`config.mk`:
```
export PLATFORM = sky130hd
export DESIGN_NAME = instr_sequencer
export DESIGN_NICKNAME = d
export VERILOG_FILES = /design/src/rtl/instr_sequencer.sv
export SDC_FILE = /design/constraint.sdc
export NUM_CORES = 1
export LEC_CHECK = 0
export ABC_AREA = 1
export BUFFER_PORTS_ARGS = -buffer_cell sky130_fd_sc_hd__buf_2
export CORE_AREA = 2 2 81 83
export CTS_CLUSTER_DIAMETER = 60
export DETAILED_ROUTE_END_ITERATION = 10
export DIE_AREA = 0 0 83 85
export PLACE_DENSITY = 0.94
export SETUP_SLACK_MARGIN = 0.3
export SYNTH_ARGS = -nofsm -noshare
export SYNTH_HDL_FRONTEND = slang
export SYNTH_SLANG_ARGS = --single-unit
```
`constraint.sdc`:
```
create_clock -name Clock -period 4.1 [get_ports Clock]
set_input_delay 0.82 -clock Clock [delete_from_list [all_inputs] [get_ports Clock]]
set_output_delay 0.82 -clock Clock [all_outputs]
set_load 0.005 [all_outputs]
```
`src/rtl/instr_sequencer.sv`:
```
// Multi-cycle sequencer: fetches 16-bit instructions (opcode in [15:10]), drives an external
// ALU, and issues stores to data RAM that are held until acknowledged.
module instr_sequencer #(
  parameter int ADDR_W = 10
) (
  input  logic              Clock,
  input  logic              Reset,
  output logic [ADDR_W-1:0] oInstrAddr,
  input  logic [15:0]       iInstr,
  output logic [15:0]       oAluInstr,
  output logic [7:0]        oAluA,
  output logic [7:0]        oAluB,
  input  logic [7:0]        iAluData,
  input  logic              iAluWriteA,
  input  logic              iAluWriteB,
  input  logic              iAluCa,
  input  logic              iAluCb,
  output logic [7:0]        oRamAddr,
  output logic [7:0]        oRamData,
  output logic              oRamWrite,
  input  logic              iRamAck,
  output logic [7:0]        oRegA,
  output logic [7:0]        oRegB,
  output logic              oCarryA,
  output logic              oCarryB,
  output logic              oHalted
);

  // ALU class occupies 0x01..0x0E: ADDA ADDB SUBA SUBB ANDA ANDB ORA ORB ASLA ASRA ADDCA ADDCB SUBCA SUBCB.
  localparam logic [5:0] OP_ADDA  = 6'h01, OP_ADDB  = 6'h02, OP_SUBA  = 6'h03, OP_SUBB  = 6'h04;
  localparam logic [5:0] OP_ASLA  = 6'h09, OP_ASRA  = 6'h0A;
  localparam logic [5:0] OP_ADDCA = 6'h0B, OP_ADDCB = 6'h0C, OP_SUBCA = 6'h0D, OP_SUBCB = 6'h0E;
  localparam logic [5:0] OP_LDA   = 6'h10, OP_LDB   = 6'h11, OP_STA   = 6'h12, OP_STB   = 6'h13;
  localparam logic [5:0] OP_JMP   = 6'h18, OP_BCA   = 6'h19, OP_BCB   = 6'h1A, OP_HALT  = 6'h3F;
  localparam logic [15:0] NOP_INSTR = 16'h0000;

  typedef enum logic [2:0] {FETCH, DECODE, EXECUTE, WRITEBACK, MEMWAIT, HALT} state_t;

  state_t            state, next;
  logic [ADDR_W-1:0] pc, pc_inc, target;
  logic [15:0]       ir;
  logic [7:0]        reg_a, reg_b, cap_data;
  logic              carry_a, carry_b, cap_wa, cap_wb, cap_ca, cap_cb;
  logic [5:0]        dec_op, ir_op;

  function automatic logic is_alu(input logic [5:0] op);
    return op inside {[OP_ADDA:OP_SUBCB]};
  endfunction

  function automatic logic carry_to_a(input logic [5:0] op);
    return op inside {OP_ADDA, OP_SUBA, OP_ASLA, OP_ASRA, OP_ADDCA, OP_SUBCA};
  endfunction

  function automatic logic carry_to_b(input logic [5:0] op);
    return op inside {OP_ADDB, OP_SUBB, OP_ADDCB, OP_SUBCB};
  endfunction

  assign dec_op     = iInstr[15:10];
  assign ir_op      = ir[15:10];
  assign pc_inc     = pc + ADDR_W'(1);
  assign target     = iInstr[ADDR_W-1:0];
  assign oInstrAddr = pc;
  assign oAluA      = reg_a;
  assign oAluB      = reg_b;
  assign oRegA      = reg_a;
  assign oRegB      = reg_b;
  assign oCarryA    = carry_a;
  assign oCarryB    = carry_b;

  always_ff @(posedge Clock or negedge Reset) begin
    if (!Reset) state <= FETCH;
    else        state <= next;
  end

  always_comb begin
    next      = state;
    oAluInstr = NOP_INSTR;
    oRamWrite = 1'b0;
    oRamAddr  = 8'h00;
    oRamData  = 8'h00;
    oHalted   = 1'b0;
    case (state)
      FETCH:     next = DECODE;
      DECODE: begin
        if (dec_op == OP_HALT)                         next = HALT;
        else if (is_alu(dec_op))                       next = EXECUTE;
        else if (dec_op == OP_STA || dec_op == OP_STB) next = MEMWAIT;
        else                                           next = FETCH;
      end
      EXECUTE: begin
        oAluInstr = ir;
        next      = WRITEBACK;
      end
      WRITEBACK: next = FETCH;
      // Store request is purely state-decoded, so an async reset drops it immediately.
      MEMWAIT: begin
        oRamWrite = 1'b1;
        oRamAddr  = ir[7:0];
        oRamData  = (ir_op == OP_STB) ? reg_b : reg_a;
        if (iRamAck) next = FETCH;
      end
      HALT:      oHalted = 1'b1;
      default:   next = FETCH;
    endcase
  end

  always_ff @(posedge Clock or negedge Reset) begin
    if (!Reset) begin
      pc       <= '0;
      ir       <= NOP_INSTR;
      reg_a    <= 8'h00;
      reg_b    <= 8'h00;
      carry_a  <= 1'b0;
      carry_b  <= 1'b0;
      cap_data <= 8'h00;
      cap_wa   <= 1'b0;
      cap_wb   <= 1'b0;
      cap_ca   <= 1'b0;
      cap_cb   <= 1'b0;
    end else begin
      case (state)
        // Non-ALU, non-store instructions resolve straight from the ROM word.
        DECODE: begin
          ir <= iInstr;
          case (dec_op)
            OP_LDA: begin reg_a <= iInstr[7:0]; pc <= pc_inc; end
            OP_LDB: begin reg_b <= iInstr[7:0]; pc <= pc_inc; end
            OP_JMP: pc <= target;
            OP_BCA: pc <= carry_a ? target : pc_inc;
            OP_BCB: pc <= carry_b ? target : pc_inc;
            OP_STA, OP_STB, OP_HALT: ;
            default: if (!is_alu(dec_op)) pc <= pc_inc;
          endcase
        end
        EXECUTE: begin
          cap_data <= iAluData;
          cap_wa   <= iAluWriteA;
          cap_wb   <= iAluWriteB;
          cap_ca   <= iAluCa;
          cap_cb   <= iAluCb;
        end
        WRITEBACK: begin
          if (cap_wa)            reg_a   <= cap_data;
          if (cap_wb)            reg_b   <= cap_data;
          if (carry_to_a(ir_op)) carry_a <= cap_ca;
          if (carry_to_b(ir_op)) carry_b <= cap_cb;
          pc <= pc_inc;
        end
        MEMWAIT: if (iRamAck) pc <= pc_inc;
        default: ;
      endcase
    end
  end

endmodule

```
==> qor.csv, run 1 <==
stage,metric,value,unit
worst_setup_path,worstPathArrival,2.11,ns
die,start_util,53.0,%
synth,yosys_warnings,0,
synth,ys_top_cells_by_count,"nand2_1, inv_1, dfrtp_1",
cts,cts.sinks,59,
placement,io_buffer_count,108,
cts,h-tree-depth,3,
synth,synth_cells,439,
synth,synthTopCellsByArea,"dfrtp_1, nand2_1, inv_1, o21ai_0, nand3_1",
drt,viasPerCell,5.23,
synth,synth_most_common_cell,nand2_1,
synth,synth_top_area_share,44.9,%
cts,cts-root-buf,clkbuf_8,
cts,tritoncts,yes,
synth,synth-edff-count,0,
cts,cts_setup_buffers,0,
synth,synth_area,0.00329,mm2
cells_and_area,drive_gt1_share,28.2,%
placement,dp.cells,596,
cts,clockBufferDepth,2,
die,die-area,0.00706,mm2
grt,grt_first_pass_wirelength,13900,um
synth,ys.flop_type,dfrtp_1,
synth,async_flop_share,100,%
die,ioPinCount,109,
timing,finClkSkew,0.0103,ns
flow_run,cap_viol_max_count,0,
timing,finalSetupTns,0,ns
die,die_w,83,um
timing,hold_viol,0,
drt,wire_per_inst,13.7,um
cts,path_clk_slew,0.07,ns
die,die_h,85,um
drt,ant_nets,0,
power,p_per_area,724,mW/mm2
timing,finalSetupViolCount,0,
cts,cts_buffers,9,
synth,post_synth.cell_area_avg,7.49,um2
timing,fmax,341,MHz
placement,hpwlAfterDp,6380,um
placement,place_area,0.00374,mm2
outcome,outcome,finished clean,
synth,synth.distinct_cells,27,
timing,worstMarginPinSlew,1.10,ns
cells_and_area,fin_area,0.00393,mm2
cts,cts_resized,0,
synth,synth-seq-cells,59,
cells_and_area,final_nets,562,
drt,drtPass1Iterations,5,
worst_setup_path,worstSetupPathType,reg2out,
cells_and_area,finalNonFillerCells,612,
drt,drc,0,
worst_setup_path,setup.worst_path.start_class,flop,
cells_and_area,syn_to_final_growth,19.5,%
grt,grt_pass1_vias,3042,
power,ir_drop,0.000387,V
synth,synth_compound_area_share,10.4,%
cts,clkLatencyLatePin,0.34,ns
grt,grt_max_degree,32,
worst_setup_path,worstPathMaxFanout,26,
placement,gp_congestion,0.877,
synth,synth_top_family_by_area,simple AND/OR/NAND/NOR gates,
timing,rsz0062_at_grt,false,
cells_and_area,diodes,0,
synth,muxShareOfSynthArea,3.08,%
die,fp.coreArea,0.00620,mm2
synth,yosys.area.top_type,dfrtp_1,
timing,fin_crit,2.93,ns
min_path,min_path_type,reg2reg,
cts,holdBufCountCts,0,
power,p_leak,2.20,nW
synth,syn-num-nets,471,
timing,fin_crit_sh,71.5,%
synth,synth_xor_area_share,0.533,%
cells_and_area,final_util,63.4,%
timing,slew_violations,0,
worst_setup_path,end_kind,output pin,
grt,grtUsageTotal,24.8,%
grt,antenna_found_initial,0,
grt,gr-total-overflow,0,
synth,synth_fa_ha_area_share,0.380,%
drt,finalWirelength,8360,um
synth,seq_area_frac_synth,44.9,%
die,placementRows,29,
worst_setup_path,required,3.28,ns
drt,drt_iter0_drc,251,
synth,yosys.area_share.simple,27.1,%
drt,vias,3202,
timing,slew_headroom,26.6,%
-- routing by layer --
layer  track usage [%]  wire length, um
met3              3.89              585
met2              43.6             4230
met5                 0                0
met4              11.5              158
met1              30.1             3390
-- report_power, final --
part           leakage, nW  switching (W)  internal (W)
combinational         1.41       0.000762      0.000486
clock               0.0950       0.000243      0.000278
sequential           0.694       0.000212      0.000867
total                 2.20        0.00122       0.00163
-- state kept, by name, summed over array words and instances, names as in the netlist --
register	cells
ir	16
oInstrAddr	10
cap_data	8
oAluA	8
oAluB	8
state	3
cap_ca	1
cap_cb	1
cap_wa	1
cap_wb	1
oCarryA	1
oCarryB	1
-- cells by family after synthesis --
family,Yosys count
and+or+nand+nor,207
buffers and inverters,95
AOI/OAI and AO/OA,66
DFF,59
muxes,9
xor gates and xnor gates,2
adders and majority gates,1
-- final cells by class --
type	count	area [um2]
clock inverter	7	68.8
inverter	65	244
tap	77	96.3
fill	522	2270
clock buffer	9	124
multi-input combinational	285	1370
sequential	59	1480
timing repair buffer	110	556
-- through the flow --
stage / power (W) / worst slack [ns] / hold WS (ns)
after floorplan: 0.00198 / 2.10 / 0.448
after global placement: 0.00224 / 1.67 / 0.468
after detailed placement: 0.00233 / 1.56 / 0.473
after CTS: 0.00285 / 1.18 / 0.503
after global routing: 0.00308 / 0.939 / 0.524
final: 0.00285 / 1.17 / 0.504
-- critical path: stages (launching register included) --
cell and delay, ns:
dfrtp_1 0.43, inv_2 0.12, nand3_1 0.76, nor2_1 0.31, buf_2 0.16
-- final timing paths --
check / from / to / slack (ns) / cells after the start
worst min register to register: ir[2] / ir[2] / 0.50 / 2
max in group asynchronous: Reset / oAluA[0] / 2.72 / 2
worst min-delay path: ir[2] / ir[2] / 0.50 / 2
min in group asynchronous: Reset / cap_cb / 0.53 / 1
worst max register to register: state[2] / cap_data[5] / 1.91 / 4
worst max-delay path: state[2] / oAluInstr[12] / 1.17 / 4
-- placed cells by master, fill, tap and decap left out --
cell / count
nor2_4: 2
nor3_1: 1
buf_4: 2
clkinv_4: 1
ha_1: 1
mux2_2: 9
nand2_1: 108
nand3_2: 3
buf_2: 108
o21ai_0: 44
nand3b_1: 1
a21oi_1: 14
o21ai_1: 3
bufinv_16: 1
or2_2: 1
nand4_2: 1
clkinvlp_4: 2
nor2_1: 46
inv_1: 60
nand3_1: 36
clkinv_2: 3
nor2_2: 2
nand4_1: 5
o31ai_2: 1
dfrtp_1: 59
inv_2: 5
nand2_2: 1
clkbuf_8: 9
xor2_1: 2
a31oi_1: 4
No activity file was read; power rests on OpenSTA's default activity.
==> inputs of run 2 (changes only) <==
--- a/config.mk
+++ b/config.mk
@@ -7,11 +7,11 @@
 export LEC_CHECK = 0
 export ABC_AREA = 1
 export BUFFER_PORTS_ARGS = -buffer_cell sky130_fd_sc_hd__buf_2
-export CORE_AREA = 2 2 81 83
+export CORE_AREA = 2 2 88 90
 export CTS_CLUSTER_DIAMETER = 60
 export DETAILED_ROUTE_END_ITERATION = 10
-export DIE_AREA = 0 0 83 85
-export PLACE_DENSITY = 0.94
+export DIE_AREA = 0 0 90 92
+export PLACE_DENSITY = 0.85
 export SETUP_SLACK_MARGIN = 0.3
 export SYNTH_ARGS = -nofsm -noshare
 export SYNTH_HDL_FRONTEND = slang
==> constraint.sdc (replaced) <==
create_clock -name Clock -period 2.55 [get_ports Clock]
set_input_delay 0.51 -clock Clock [delete_from_list [all_inputs] [get_ports Clock]]
set_output_delay 0.51 -clock Clock [all_outputs]
set_load 0.005 [all_outputs]
==> run 2 against run 1 <==
Effect of this change: register-to-register slack lost 1.3 ns; clock skew down 0.0039 ns; worst setup slack got worse by 0.75 ns; non-clock buffer count up 4; critical path depth is 2 higher; combinational power grew 63%; die area up 17%; clock power grew 87%; highest routed layer unchanged.
==> qor.csv, run 2 (same netlist as run 1, synthesis figures left out) <==
stage,metric,value,unit,change
placement,io_buffer_count,108,,unchanged
cells_and_area,nFillCells,717,,was 522
die,ioPinCount,109,,unchanged
drt,drc,0,,unchanged
outcome,outcome,finished clean,,unchanged
die,die-area,0.00828,mm2,was 0.00706 mm2
worst_setup_path,regToRegSetupSlack,0.57,ns,was 1.91 ns
cells_and_area,final_cell_mix,"nand2_1, buf_2, inv_1, dfrtp_1, nor2_1",,unchanged
cts,h-tree-depth,3,,unchanged
grt,grtUsageTotal,21.5,%,was 24.8%
cts,cts.sinks,59,,unchanged
drt,drt_iter0_drc,198,,was 251
cts,cts-root-buf,clkbuf_8,,unchanged
worst_setup_path,critical_path.top_delay_family,flip-flops,,was simple AND/OR/NAND/NOR gates
placement,hpwlAfterDp,6480,um,was 6380 um
die,fp.coreArea,0.00745,mm2,was 0.00620 mm2
worst_setup_path,required,2.04,ns,was 3.28 ns
grt,grt_pass1_vias,3092,,was 3042
timing,slew_violations,0,,unchanged
cells_and_area,syn_to_final_growth,23.2,%,was 19.5%
cts,tritoncts,yes,,unchanged
worst_setup_path,critPathSlowestCell,dfrtp_1,,was nand3_1
worst_setup_path,worstPathMaxFanout,9,,was 26
power,p_leak,2.24,nW,was 2.20 nW
cts,clockBufferDepth,2,,unchanged
cts,holdBufCountCts,0,,unchanged
worst_setup_path,setup.worst_path.start_class,flop,,unchanged
worst_setup_path,end_kind,output pin,,unchanged
cells_and_area,seq_area,0.00148,mm2,unchanged
timing,fmax,470,MHz,
cells_and_area,largest_register,ir,,unchanged
flow_run,cap_viol_max_count,0,,unchanged
drt,finalWirelength,8590,um,was 8360 um
worst_setup_path,cp-startpoint,state[0],,was state[2]
worst_setup_path,crit_cells,6,,was 4
worst_setup_path,worstPathArrival,1.62,ns,was 2.11 ns
timing,worstMarginPinSlew,0.876,ns,was 1.10 ns
worst_setup_path,worstSetupPathType,reg2out,,unchanged
timing,rsz0062_at_grt,true,,was false
grt,gr-total-overflow,0,,unchanged
power,p_per_area,1180,mW/mm2,was 724 mW/mm2
drt,drtPass1Iterations,5,,unchanged
die,die_w,90,um,was 83 um
drt,wire_per_inst,13.4,um,was 13.7 um
timing,fin_hold_ws,0.211,ns,was 0.504 ns
timing,slew_headroom,41.3,%,was 26.6%
cells_and_area,largest_reg_flops,16,,unchanged
drt,ant_nets,0,,unchanged
worst_setup_path,crit_chain,inv_2 > nand3_1 > inv_2 > o21ai_0 > a21oi_1 > buf_2,,was inv_2 > nand3_1 > nor2_1 > buf_2
worst_setup_path,timing.rr.end,oInstrAddr[7],,was cap_data[5]
min_path,min_path_type,in2async,,was reg2reg
worst_setup_path,reg2reg_from,state[0],,was state[2]
grt,antenna_found_initial,0,,unchanged
worst_setup_path,timing.critical_path.mode_cell,inv_2,,
timing,finalSetupViolCount,0,,unchanged
drt,viasPerCell,5.02,,was 5.23
grt,grt_max_degree,31,,was 32
worst_setup_path,crit_path_max_incr_delay,0.44,ns,was 0.76 ns
cts,clkLatencyLatePin,0.33,ns,was 0.34 ns
timing,fin_crit_sh,83.5,%,
power,ir_drop,0.000410,V,was 0.000387 V
timing,hold_viol,0,,unchanged
cells_and_area,multi_input_area,0.00138,mm2,was 0.00137 mm2
timing,finalSetupTns,0,ns,unchanged
die,placementRows,32,,was 29
cts,cts_buffers,9,,unchanged
cells_and_area,drive_gt1_share,29.1,%,was 28.2%
placement,gp_congestion,0.852,,was 0.877
worst_setup_path,crit_end,oRamData[7],,was oAluInstr[12]
cells_and_area,diodes,0,,unchanged
die,die_h,92,um,was 85 um
worst_setup_path,crit_buf_inv,3,,was 2
cts,path_clk_slew,0.07,ns,about the same
worst_setup_path,reg2reg_depth,10,,was 4
cells_and_area,final_nets,566,,was 562
die,start_util,44.2,%,was 53.0%
grt,grt_first_pass_wirelength,14300,um,was 13900 um
timing,fin_crit,2.13,ns,
timing,finClkSkew,0.00637,ns,was 0.0103 ns
drt,vias,3219,,was 3202
==> run 2: changes by cell type in the layout (fill, tap and decap cells not counted), moves of 2 or more <==
cell / previous run / this run
buf_4: 2 / 5
o21ai_0: 44 / 41
o21ai_1: 3 / 6
clkinv_2: 3 / 1
clkinvlp_4: 2 / 0
inv_6: 0 / 2
==> run 2: worst min-delay path by stage <==
stage | from | end | slack, ns | depth (start not counted)
6_report | Reset | oCarryB | 0.21 | 1
5_1_grt | Reset | oAluA[1] | 0.26 | 1
4_1_cts | Reset | oAluA[1] | 0.23 | 1
3_5_place_dp | cap_ca | oCarryA | 0.49 | 2
3_3_place_gp | ir[2] | ir[2] | 0.47 | 2
2_1_floorplan | Reset | cap_ca | 0.21 | 0
==> run 2: metrics by stage <==
stage | util (%) | power, W | area, um2 | instances | worst slack, ns
6_report | 54.4 | 0.00477 | 4050 | 641 | 0.422
5_1_grt | 54.4 | 0.00517 | 4050 | 641 | 0.298
4_1_cts | 54.2 | 0.00475 | 4040 | 641 | 0.366
3_5_place_dp | 51.1 | 0.00377 | 3800 | 624 | 0.398
3_3_place_gp | 51.1 | 0.00367 | 3800 | 624 | 0.497
2_1_floorplan | - | 0.00318 | 3290 | 439 | 0.861
==> run 2: layout make-up <==
type	count	area share, %
Sequential cell	59	36.4
Multi-Input combinational cell	285	34.1
Timing Repair Buffer	114	14.8
Inverter	65	6.02
Tap cell	102	3.15
Clock buffer	9	3.06
Clock inverter	7	2.47
==> run 2: what timing repair did <==
item | CTS | global route
setup buffers | 1 | 0
endpoints found under the setup margin | 8 | 17
gates resized for setup | 0 | 7
==> run 2: routing by layer <==
| metal | GRT usage (%) | vias up | routed length (um) |
|---|---|---|---|
| met5 | 0 | - | 0 |
| met4 | 7.69 | 0 | 114 |
| met3 | 5.34 | 11 | 564 |
| met2 | 36.9 | 132 | 4110 |
| met1 | 26.4 | 1515 | 3800 |
| li1 | - | 1561 | - |
==> run 2: worst register-to-register path, delay by kind of cell, from the launching register on <==
| family | cells | cell delay, ns |
|---|---|---|
| flip-flops | 1 | 0.43 |
| AND/OR/NAND/NOR | 7 | 1.11 |
| buffers and inverters | 3 | 0.34 |
==> run 2: power by group <==
group / internal, W / leakage [nW] / switching [W]
combinational: 0.000813 / 1.43 / 0.00123
sequential: 0.00139 / 0.694 / 0.000361
clock: 0.000559 / 0.114 / 0.000415
==> inputs of run 3 (changes only) <==
==> constraint.sdc (replaced) <==
create_clock -name Clock -period 1.8 [get_ports Clock]
set_input_delay 0.36 -clock Clock [delete_from_list [all_inputs] [get_ports Clock]]
set_output_delay 0.36 -clock Clock [all_outputs]
set_load 0.005 [all_outputs]
==> run 3 against run 2 <==
Effect of this change: the run now ends with negative hold slack, negative setup slack left; sequential cell count is the same; non-clock buffer count grew 35; combinational power grew 130%; core utilization grew 12 points; worst setup slack lost 0.61 ns; clock-buffer cell count grew 1; clock power grew 44%; clock skew grew 0.0058 ns; total power grew 80%; worst hold slack lost 0.22 ns; largest cell class is now multi-input gates.
==> qor.csv, run 3 (same netlist as run 1, synthesis figures left out) <==
stage,metric,value,unit,change
worst_setup_path,required,1.44,ns,was 2.04 ns
cts,h-tree-depth,3,,unchanged
die,start_util,44.2,%,unchanged
die,placementRows,32,,unchanged
timing,finalSetupTns,-2.07,ns,was 0 ns
die,die_w,90,um,unchanged
timing,finalSetupViolCount,27,,was 0
timing,worstMarginPinSlew,0.563,ns,was 0.876 ns
drt,wire_per_inst,16.9,um,was 13.4 um
power,ir_drop,0.000670,V,was 0.000410 V
flow_run,cap_viol_max_count,0,,unchanged
cells_and_area,final_cell_mix,"buf_2, nand2_1, dfrtp_1, inv_1",,"was nand2_1, buf_2, inv_1, dfrtp_1, nor2_1"
placement,io_buffer_count,108,,unchanged
timing,fmax,503,MHz,
die,die_h,92,um,unchanged
timing,fin_hold_ws,-0.0115,ns,was 0.211 ns
placement,hpwlAfterDp,6540,um,was 6480 um
cts,clkLatencyLatePin,0.35,ns,was 0.33 ns
cts,path_clk_slew,0.08,ns,was 0.07 ns
power,p_leak,2.55,nW,was 2.24 nW
worst_setup_path,end_kind,output pin,,unchanged
drt,drt_iter0_drc,235,,was 198
timing,rsz0062_at_grt,true,,unchanged
worst_setup_path,worstSetupPathType,reg2out,,unchanged
drt,finalWirelength,11500,um,was 8590 um
die,ioPinCount,109,,unchanged
timing,slew_headroom,62.5,%,was 41.3%
grt,use_met1,28.8,%,was 26.4%
drt,vias,3645,,was 3219
grt,gr-total-overflow,0,,unchanged
placement,gp_congestion,0.888,,was 0.852
drt,drtPass1Iterations,5,,unchanged
timing,setup_ws,-0.189,ns,was 0.422 ns
cells_and_area,layout_commonest_cell,buf_2,,
cells_and_area,syn_to_final_growth,50.6,%,was 23.2%
timing,slew_violations,0,,unchanged
outcome,violations,"negative hold slack, negative setup slack",,
placement,place_ws,0.0308,ns,was 0.398 ns
grt,top_usage_layer,met2,,unchanged
cts,clockBufferDepth,2,,unchanged
cells_and_area,final_util,66.5,%,was 54.4%
grt,grt_pass1_vias,3395,,was 3092
worst_setup_path,timing.rr.end,oInstrAddr[2],,was oInstrAddr[7]
cells_and_area,largest_register,ir,,unchanged
cells_and_area,nFillCells,567,,was 717
grt,grtUsageTotal,25.2,%,was 21.5%
cells_and_area,drive_gt1_share,45.9,%,was 29.1%
worst_setup_path,worstPathMaxFanout,16,,was 9
die,die-area,0.00828,mm2,unchanged
timing,fin_crit,1.99,ns,
worst_setup_path,regToRegSetupSlack,-0.04,ns,was 0.57 ns
cts,cts_buffers,9,,unchanged
die,fp.coreArea,0.00745,mm2,unchanged
worst_setup_path,reg2reg_from,state[0],,unchanged
timing,fin_crit_sh,110,%,
grt,grt_util_met3,6.74,%,was 5.34%
grt,grt_first_pass_wirelength,16400,um,was 14300 um
min_path,min_path_type,in2async,,unchanged
worst_setup_path,setup.worst_path.start_class,flop,,unchanged
outcome,outcome,"complete, but fails checks",,was finished clean
worst_setup_path,reg2reg_depth,11,,was 10
worst_setup_path,worstPathArrival,1.63,ns,was 1.62 ns
cts,holdBufCountCts,0,,unchanged
timing,finClkSkew,0.0122,ns,was 0.00637 ns
drt,drc,0,,unchanged
cells_and_area,finalNonFillerCells,679,,was 641
drt,viasPerCell,5.37,,was 5.02
cts,cts-root-buf,clkbuf_8,,unchanged
grt,use_met2,43.5,%,was 36.9%
cts,tritoncts,yes,,unchanged
placement,dp.cells,631,,was 624
timing,hold_viol,2,,was 0
cells_and_area,final_nets,604,,was 566
grt,antenna_found_initial,0,,unchanged
cells_and_area,largest_reg_flops,16,,unchanged
power,p_per_area,1740,mW/mm2,was 1180 mW/mm2
grt,grt_max_degree,30,,was 31
cts,cts.sinks,59,,unchanged
drt,ant_nets,0,,unchanged
power,total_power,0.00860,W,was 0.00477 W
cells_and_area,diodes,0,,unchanged
[run 3: changes by cell type in the layout (fill, tap and decap cells not counted), moves of 13 or more]
cell and change:
nor2_4 +23, nor2_1 -27, buf_4 +13, buf_6 +15
nand2_1 -22, o21ai_0 -15, nand2_2 +16
[run 3: layout make-up]
cell class	instances	area, um2	area share, %
clock inverter	6	88.8	1.79
clock buffer	10	138	2.78
timing repair buffer	149	1030	20.8
inverter	65	259	5.23
timing repair inverter	2	15.0	0.303
sequential	59	1480	29.8
tap	102	128	2.58
multi-input combinational	286	1820	36.7
[run 3: how the worst max path moves through the flow]
stage | from | endpoint | slack, ns
final | ir[13] | oRamData[6] | -0.19
after CTS | ir[13] | oRamData[0] | -0.07
after global placement | state[0] | oRamData[0] | 0.16
after global routing | ir[13] | oRamData[5] | -0.25
after floorplan | ir[13] | oRamData[5] | 0.30
after detailed placement | state[0] | oRamData[0] | 0.03
[run 3: routing by layer]
layer,vias up,part of all wire (%)
met5,-,0
met2,235,50
met4,0,4.1
met3,45,8.0
met1,1711,38
li1,1654,-
[run 3: worst max-delay path, stage by stage, from the launching register on]
cell	delay [ns]
dfrtp_1	0.40
nor3_2	0.22
nand4_1	0.12
buf_6	0.18
o21ai_1	0.15
a21oi_1	0.07
buf_2	0.13
[run 3: power breakdown]
group          leakage (nW)  switching [W]  total, W  internal [W]
clock network         0.108       0.000587   0.00140      0.000817
logic                  1.75        0.00268   0.00472       0.00204
registers             0.692       0.000505   0.00248       0.00197
total                  2.55        0.00377   0.00860       0.00483
[run 3: metrics by stage]
| step | instance area (um2) | hold WS [ns] |
|---|---|---|
| floorplan | 3300 | 0.0644 |
| global placement | 3860 | 0.360 |
| detailed placement | 3860 | 0.378 |
| CTS | 4610 | 0.00172 |
| global route | 4950 | 0.0238 |
| finish | 4950 | -0.0115 |
[run 3: timing repair]
item	in CTS	in global routing
gates cloned	7	0
endpoints found under the setup margin	60	60
gates resized for setup	94	72
pin swaps	14	15
setup buffers	17	8
